[src/rtl/cordic_pkg.sv]
// cordic_pkg -- shared types and constants for the fixed-point to binary32
// converter that sits behind the CORDIC cosine core.
//   state_t        : converter FSM states
//   FP_*           : binary32 field widths, exponent bias and field positions
package cordic_pkg;

  typedef enum logic [1:0] {
    IDLE = 2'd0,
    NORM = 2'd1,
    PACK = 2'd2
  } state_t;

  localparam int FP_EXP_BIAS = 127;
  localparam int FP_MANT_W   = 23;
  localparam int FP_EXP_W    = 8;

  localparam int FP_SIGN_BIT = 31;
  localparam int FP_EXP_MSB  = 30;
  localparam int FP_EXP_LSB  = 23;
  localparam int FP_MANT_MSB = 22;
  localparam int FP_MANT_LSB = 0;

endpackage

[src/rtl/cordic_fx2fp_if.sv]
// cordic_fx2fp_if -- start/done custom-instruction handshake of the converter.
//   clk_en : clock enable, all converter registers hold while low
//   start  : request, sampled only in IDLE
//   dataa  : signed fixed-point operand
//   result : binary32 result, held until the next completion
//   done   : one-cycle completion pulse
// master drives the request side, slave is the converter.
interface cordic_fx2fp_if;
  logic        clk_en;
  logic        start;
  logic [31:0] dataa;
  logic [31:0] result;
  logic        done;

  modport master (output clk_en, start, dataa, input result, done);
  modport slave  (input clk_en, start, dataa, output result, done);
endinterface

[src/rtl/cordic_fx2fp_pack.sv]
// cordic_fx2fp_pack -- combinational packer from the normalised magnitude to
// a binary32 word.
//   sign_i : operand sign
//   pos_i  : bit position the leading one originally occupied
//   mag_i  : normalised magnitude (leading one in bit 31, or zero)
//   word_o : packed binary32 value; +0.0 for a zero magnitude
// Build option: CORDIC_FX2FP_ROUND_EN selects round-to-nearest-even,
// otherwise the mantissa is truncated.
module cordic_fx2fp_pack
  import cordic_pkg::*;
#(
  parameter int FRAC_BITS = 30
) (
  input  logic        sign_i,
  input  logic [4:0]  pos_i,
  input  logic [31:0] mag_i,
  output logic [31:0] word_o
);

  // pos - FRAC_BITS + bias never leaves 96..158 for FRAC_BITS in 0..31
  localparam logic [FP_EXP_W-1:0] EXP_OFS = FP_EXP_W'(FP_EXP_BIAS - FRAC_BITS);

  logic [FP_EXP_W-1:0]  exp_raw;
  logic [FP_MANT_W-1:0] mant_raw;
  logic [FP_EXP_W-1:0]  exp_fin;
  logic [FP_MANT_W-1:0] mant_fin;
  logic                 unused_hidden;

  assign exp_raw       = {3'b000, pos_i} + EXP_OFS;
  assign mant_raw      = mag_i[30:8];
  // bit 31 is the implicit leading one
  assign unused_hidden = mag_i[31];

`ifdef CORDIC_FX2FP_ROUND_EN
  logic                 guard;
  logic                 sticky;
  logic                 round_up;
  logic [FP_MANT_W:0]   mant_inc;

  assign guard    = mag_i[7];
  assign sticky   = |mag_i[6:0];
  assign round_up = guard & (sticky | mant_raw[0]);
  assign mant_inc = {1'b0, mant_raw} + {{FP_MANT_W{1'b0}}, 1'b1};

  // a carry out of the mantissa leaves it all-zero and bumps the exponent
  always_comb begin
    exp_fin  = exp_raw;
    mant_fin = mant_raw;
    if (round_up) begin
      mant_fin = mant_inc[FP_MANT_W-1:0];
      exp_fin  = exp_raw + {{(FP_EXP_W-1){1'b0}}, mant_inc[FP_MANT_W]};
    end
  end
`else
  logic unused_round_bits;

  assign unused_round_bits = ^mag_i[7:0];
  assign exp_fin           = exp_raw;
  assign mant_fin          = mant_raw;
`endif

  always_comb begin
    word_o = 32'h0000_0000;
    if (mag_i != 32'h0000_0000) begin
      word_o[FP_SIGN_BIT]              = sign_i;
      word_o[FP_EXP_MSB:FP_EXP_LSB]    = exp_fin;
      word_o[FP_MANT_MSB:FP_MANT_LSB]  = mant_fin;
    end
  end

endmodule

[src/rtl/cordic_fx2fp.sv]
// cordic_fx2fp -- sequential 32-bit signed fixed-point to binary32 converter.
//   clock  : system clock, rising edge
//   aclr   : synchronous active-high reset, wins over start and clk_en
//   bus    : start/done handshake (cordic_fx2fp_if.slave)
// Normalisation shifts one bit per enabled cycle, so latency is
// leading-zeros + 2 cycles (2 for a zero operand).
// Build option: CORDIC_FX2FP_ROUND_EN (handled in cordic_fx2fp_pack).
//
// state | meaning
// IDLE  | waiting for start; done pulse is visible here
// NORM  | shifting magnitude left until bit 31 is set or it is zero
// PACK  | registering the packed word and raising done
module cordic_fx2fp
  import cordic_pkg::*;
#(
  parameter int FRAC_BITS = 30
) (
  input  logic            clock,
  input  logic            aclr,
  cordic_fx2fp_if.slave   bus
);

  state_t      state_q, state_d;
  logic [31:0] mag_q, mag_d;
  logic [4:0]  pos_q, pos_d;
  logic        sign_q, sign_d;
  logic [31:0] result_q, result_d;
  logic        done_q, done_d;
  logic [31:0] packed_word;
  logic        norm_stop;

  assign norm_stop = (mag_q == 32'h0000_0000) || mag_q[31];

  cordic_fx2fp_pack #(
    .FRAC_BITS (FRAC_BITS)
  ) u_pack (
    .sign_i (sign_q),
    .pos_i  (pos_q),
    .mag_i  (mag_q),
    .word_o (packed_word)
  );

  always_ff @(posedge clock) begin
    if (aclr) begin
      state_q <= IDLE;
    end else if (bus.clk_en) begin
      state_q <= state_d;
    end
  end

  always_comb begin
    state_d = state_q;
    case (state_q)
      IDLE:    if (bus.start) state_d = NORM;
      NORM:    if (norm_stop) state_d = PACK;
      PACK:    state_d = IDLE;
      default: state_d = IDLE;
    endcase
  end

  always_comb begin
    mag_d    = mag_q;
    pos_d    = pos_q;
    sign_d   = sign_q;
    result_d = result_q;
    done_d   = 1'b0;
    case (state_q)
      IDLE: begin
        if (bus.start) begin
          sign_d = bus.dataa[31];
          // -0x80000000 wraps to 0x80000000, which is the correct magnitude
          mag_d  = bus.dataa[31] ? (~bus.dataa + 32'd1) : bus.dataa;
          pos_d  = 5'd31;
        end
      end
      NORM: begin
        if (!norm_stop) begin
          mag_d = {mag_q[30:0], 1'b0};
          pos_d = pos_q - 5'd1;
        end
      end
      PACK: begin
        result_d = packed_word;
        done_d   = 1'b1;
      end
      default: ;
    endcase
  end

  always_ff @(posedge clock) begin
    if (aclr) begin
      mag_q    <= 32'h0000_0000;
      pos_q    <= 5'd0;
      sign_q   <= 1'b0;
      result_q <= 32'h0000_0000;
      done_q   <= 1'b0;
    end else if (bus.clk_en) begin
      mag_q    <= mag_d;
      pos_q    <= pos_d;
      sign_q   <= sign_d;
      result_q <= result_d;
      done_q   <= done_d;
    end
  end

  assign bus.result = result_q;
  assign bus.done   = done_q;

endmodule

[src/flat_wrapper.sv]
// flat-port wrapper written by rule: the top's interface ports become plain ports
module cordic_fx2fp_flat import cordic_pkg::*;
#(
  parameter int FRAC_BITS = 30
)
  (clock, aclr, bus_clk_en, bus_start, bus_dataa, bus_result, bus_done);
  cordic_fx2fp_if bus_i ();
  input  logic clock;
  input  logic aclr;
  input wire logic [$bits(bus_i.clk_en)-1:0] bus_clk_en;
  input wire logic [$bits(bus_i.start)-1:0] bus_start;
  input wire logic [$bits(bus_i.dataa)-1:0] bus_dataa;
  output wire logic [$bits(bus_i.result)-1:0] bus_result;
  output wire logic [$bits(bus_i.done)-1:0] bus_done;
  assign bus_i.clk_en = bus_clk_en;
  assign bus_i.start = bus_start;
  assign bus_i.dataa = bus_dataa;
  assign bus_result = bus_i.result;
  assign bus_done = bus_i.done;
  cordic_fx2fp #(.FRAC_BITS(FRAC_BITS)) u_core (.clock(clock), .aclr(aclr), .bus(bus_i));
endmodule
[config.mk]
export PLATFORM = sky130hd
export DESIGN_NAME = cordic_fx2fp_flat
export DESIGN_NICKNAME = d
export VERILOG_FILES = /design/src/rtl/cordic_pkg.sv /design/src/rtl/cordic_fx2fp_if.sv /design/src/rtl/cordic_fx2fp_pack.sv /design/src/rtl/cordic_fx2fp.sv /design/src/flat_wrapper.sv
export SDC_FILE = /design/constraint.sdc
export NUM_CORES = 1
export LEC_CHECK = 0
export ABC_AREA = 1
export BUFFER_PORTS_ARGS = -buffer_cell sky130_fd_sc_hd__clkbuf_2
export CORE_MARGIN = 8
export CORE_UTILIZATION = 54
export CTS_CLUSTER_SIZE = 30
export DETAILED_ROUTE_END_ITERATION = 10
export PLACE_DENSITY = 0.77
export SYNTH_ARGS = -nofsm -noshare
export SYNTH_HDL_FRONTEND = slang
export SYNTH_SLANG_ARGS = --single-unit
[constraint.sdc]
create_clock -name clock -period 2.2 [get_ports clock]
set_clock_uncertainty 0.2 [all_clocks]
set_input_delay 0.11 -clock clock [delete_from_list [all_inputs] [get_ports clock]]
set_output_delay 0.11 -clock clock [all_outputs]
set_load 0.005 [all_outputs]
Word level (Yosys, flattened, before mapping) --
Cells that the tools add are included. W data, S select, Z words.
Storage, ports and cells: register bits 73, output and inout port bits 33
Operators by class: add/subtract/negate cells 3, equality and inequality tests 5, mux-type cells 12, bitwise gates (word level) 1, reductions and logical operators 9
Operators by type and width (count):
- $mux W32 | 4
- $pmux W32 S2 | 1
- $add A32 B1 Y32 const B | 1
- $logic_not A32 Y1 | 1
- $not A32 Y32 | 1
- $reduce_bool A32 Y1 | 1
- $mux W5 | 2
- $pmux W5 S2 | 1
- $add A5 B7 Y8 const B | 1
- $reduce_and A3 Y1 | 2
- $sub A5 B1 Y5 const B | 1
- $mux W2 | 2
- $ne A2 B2 Y1 const B | 2
- $pmux W2 S2 | 1
- $reduce_and A4 Y1 | 1
- $eq A2 B1 Y1 const B | 1
- $eq A2 B2 Y1 const B | 1
- $logic_not A2 Y1 | 1
- $ne A2 B1 Y1 const B | 1
- $reduce_and A2 Y1 | 1
- $reduce_bool A2 Y1 | 1
- $logic_or A1 B1 Y1 | 1
- $mux W1 | 1

Logic depth before layout (Yosys ltp) --
word-level depth 5, gate-level depth with buffers 12, gate-level depth less buffers 11

Modules after synthesis --
Synthesis repeated with hierarchy kept, for this count alone.
Unflattened totals: cells, all modules 741, area total of the unflattened synthesis 4391.7 µm²
Modules (own cells, without submodules):
- cordic_fx2fp | instances 1, cells an instance 665, area each 4060.1 µm², sequential area each 1461.4 µm²
- cordic_fx2fp_pack | instances 1, cells an instance 76, area each 331.6 µm², sequential area each 0.0 µm²

Worst setup path before layout --
No wires, ideal clock.
path kind reg2reg, start point reg u_core.mag_q[26], end point reg u_core.mag_q[11], data arrival time 1.245 ns, required time 1.883 ns, path slack 0.638 ns, stages on the path, launching flop included 12, path buffers 1, cells stage by stage dfxtp_1 > inv_1 > nand2_1 > nor2_1 > nand2_1 > nor2_1 > nand2_1 > nand3_2 > nand2_2 > buf_2 > o21ai_0 > nor2_1
Between the ends: word-level cells in the longest chain between the ends 4
Ends and longest elaborated chain:
- start: declaration | line cordic_fx2fp.sv:24 | logic [31:0] mag_q, mag_d;
- start signal: assignment | line cordic_fx2fp.sv:98 | mag_q <= mag_d;
- $logic_not A32 Y1 | line cordic_fx2fp.sv:32 | assign norm_stop = (mag_q == 32'h0000_0000) || mag_q[31];
- $logic_or A1 B1 Y1 | line cordic_fx2fp.sv:32
- $ne A2 B2 Y1 (no source line)
- $reduce_and A4 Y1 (no source line)
Every way passes these cells. A chain may end at the register's enable or synchronous reset.

Worst setup path in the final report --
start point in bus_dataa[0], end point reg u_core.mag_q[18]
Between the ends: word-level cells in the longest chain between the ends 5
Ends and longest elaborated chain:
- start: declaration | line flat_wrapper.sv:12 | input wire logic [$bits(bus_i.dataa)-1:0] bus_dataa;
- $not A32 Y32 | line cordic_fx2fp.sv:72 | mag_d = bus.dataa[31] ? (~bus.dataa + 32'd1) : bus.dataa;
- $add A32 B1 Y32 | line cordic_fx2fp.sv:72
- $mux W32 | line cordic_fx2fp.sv:72
- $mux W32 | line cordic_fx2fp.sv:69 | if (bus.start) begin
- $pmux W32 S2 | line cordic_fx2fp.sv:67 | case (state_q)
Every way passes these cells. The select of a mux whose other input is x is not followed.

==> summary.txt <==
STA
  • Final max-slew violation count: 0
  • Worst slew pin tran: 694 ps
  • Min cycle time layout: 2040 ps
  • TNS Setup: 0 ps
  • Slew HR: 53.7%
  • Period utilisation layout: 92.6%
  • Final hold violation count: 0
  • F_max: 491 MHz
  • WHS: 6.04 ps
  • RSZ-0062 raised after global routing: no
  • Final setup viols: 0

Run status
  • Status: completed

Global routing
  • Largest net degree at the start of global routing: 52
  • Vias in the first global route: 4158
  • First-pass GRT wire length: 19000 um
  • Congestion Overflow GR: 0
  • Initial antenna violation count: 0
  • Global Route Usage Sum: 22.5%

Setup path
  • Type of the worst setup path: input port to flop
  • Req. time, crit path: 2280 ps
  • CP delay by family, top: buffers and inverters
  • Arrival time worst endpoint: 2120 ps
  • CP Buf/Inv Count: 3
  • Crit Path Max Fanout: 5
  • Crit-path cells: dlygate4sd3_1, clkbuf_2, inv_1, ha_1, nand3_1, nor2_2, nand2_1, nand2_1, o21ai_0, a21oi_1, nor2_1, nor2_1
  • Crit. End Element: flop
  • Crit path launch type: input port
  • CP max stage cell: dlygate4sd3_1
  • Critical Path Max Stage Delay: 530 ps

Yosys
  • Post-synth EDFFs: 0
  • Post-synth top cells: nand2_1 (214), nor2_1 (108), dfxtp_1 (73)
  • Synth warn: 0
  • Largest family of logic cells by synthesized area: simple AND/OR/NAND/NOR gates
  • Async set-or-reset flop fraction in the synthesized netlist: 0%
  • Yosys top cell area share: 35.4%
  • Synth area leaders: dfxtp_1 (35%), nand2_1 (19%), nor2_1 (9.8%)
  • Avg Cell Area, Syn: 6.02 sq um
  • Post-Synth XOR/XNOR Area: 1.91%
  • Post-synthesis cell type count: 26
  • Post-Syn Instances: 686
  • Flop and latch count out of synthesis: 73
  • Mux contribution to synthesized area: 0%
  • Post-synthesis adder-cell area fraction: 0.909%
  • Simple-gate area share of the yosys netlist: 39.0%
  • Syn Std Cell Area: 0.00413 sq mm
  • Seq/Total Area, Yosys: 35.4%
  • Synth Area in Compound Gates: 13.8%
  • Top-count cell post-synth: nand2_1
  • Ys flop type: dfxtp_1
  • Mapped Nets: 725
  • Area leader, netlist: dfxtp_1

Finish
  • Ant diodes: 0
  • Layout Area Growth over Synthesis: 17.0%
  • Layout cell share with drive strength beyond 1: 13.9%
  • Fin nets: 790
  • Layout fillers: 729
  • Final Non-Filler Cells: 858
  • Final Util: 63.9%

Clock tree
  • Clock Tree Root: clkbuf_8
  • CTS Sinks: 73
  • TritonCTS Buffers: 9
  • Clk pin slew, worst setup/hold paths: 80 ps
  • H-tree depth: 3
  • CTS tree: done
  • Worst-Skew Late Latency: 350 ps
  • CTS Buffer Depth: 2
  • Cts repair resizes: 0

Route
  • Routed len/inst: 13.5 um
  • Post-Route WL: 11600 um
  • Vias per cell: 5.22
  • Pre-antenna DRT Iters: 5
  • DRC violations left: 0
  • ANT nets after route: 0
  • Vias: 4477
  • Iteration-0 DRC Markers: 287

Floorplanning
  • Total die area: 0.0107 sq mm
  • Starting Density: 54.6%
  • Die width: 103 um
  • Rows: 32
  • Core Area: 0.00757 sq mm
  • Die H: 103 um
  • I/O pins: 69

Placement
  • Cells after DPL: 835
  • Estimated wirelength of the detail-placed design: 8610 um
  • IO Port Bufs: 68
  • Gpl congestion: 0.973

Pwr
  • Maximum VDD drop: 0.303 mV
  • Leakage: 0.00220 uW
  • Pwr Density: 686 mW/mm^2

Worst hold path
  • Worst hold path class: input port to flop

Job
  • Max Cap Violations: 0
sequential cells by signal (all words and copies together) (netlist names):
signal             flops
u_core.bus.done        1
u_core.bus.result     32
u_core.mag_q          32
u_core.pos_q           5
u_core.sign_q          1
u_core.state_q         2
report_power, final:
| group | internal, uW | switching, uW |
|---|---|---|
| sequential | 1400 | 69.6 |
| clock | 648 | 533 |
| combinational | 233 | 426 |
| total | 2280 | 1030 |
through the flow:
stage	area [sq um]	setup WS, ps	total power [uW]
floorplan	4130	638	1940
global placement	4540	303	2120
detailed placement	4540	293	2140
CTS	4830	215	3320
global route	4830	52.4	3490
finish	4830	163	3310
area by class of cell:
type / count / area (sq um) / share of cell area (%)
clock buffer: 9 / 124 / 2.56
timing repair buffer: 84 / 490 / 10.2
multi-input combinational: 522 / 2300 / 47.6
inverter: 61 / 229 / 4.74
sequential: 73 / 1460 / 30.2
clock inverter: 7 / 100 / 2.07
tap: 102 / 128 / 2.64
worst min-delay path, delay by kind of cell:
| kind | cells | cell delay [ps] |
|---|---|---|
| simple gates | 3 | 240 |
| compound gates | 1 | 50 |
| buf+inv | 1 | 110 |
repair_timing:
item | in CTS | in global routing
hold endpoints to repair | 9 | 0
setup buffers | 0 | 0
hold buffers | 7 | 0
path summary, 6_finish.rpt:
check,from,endpoint,slack [ps],depth (start not counted)
worst max-delay path,bus_dataa[0],u_core.mag_q[18]$_SDFFE_PP0P_,160,12
worst min register to register,u_core.bus.result[6]$_SDFFE_PP0P_,u_core.bus.result[6]$_SDFFE_PP0P_,270,2
worst min-delay path,bus_dataa[29],u_core.mag_q[29]$_SDFFE_PP0P_,6,5
worst max register to register,u_core.state_q[1]$_SDFFE_PP0P_,u_core.mag_q[12]$_SDFFE_PP0P_,250,10
per-layer routing:
layer / track usage, % / share of wire [%]
met5: 0 / 0
met4: 9.68 / 2.9
met3: 5.82 / 7.4
met2: 34.7 / 45
met1: 28.9 / 45
kinds of logic after synthesis:
logic type,count (synthesis)
AOI/OAI and AO/OA,113
xor gates and xnor gates,9
adders and majority gates,3
buffers and inverters,91
DFF,73
and+or+nand+nor,397
placed cells by master, fill, tap and decap left out, types with 8 or more instances in the layout:
master / count
a21oi_1: 64
buf_4: 8
clkbuf_2: 68
clkbuf_8: 9
dfxtp_1: 73
inv_1: 58
nand2_1: 214
nand3_1: 57
nor2_1: 108
o21ai_0: 43
xor2_1: 9
No activity file was read; power rests on OpenSTA's default activity.
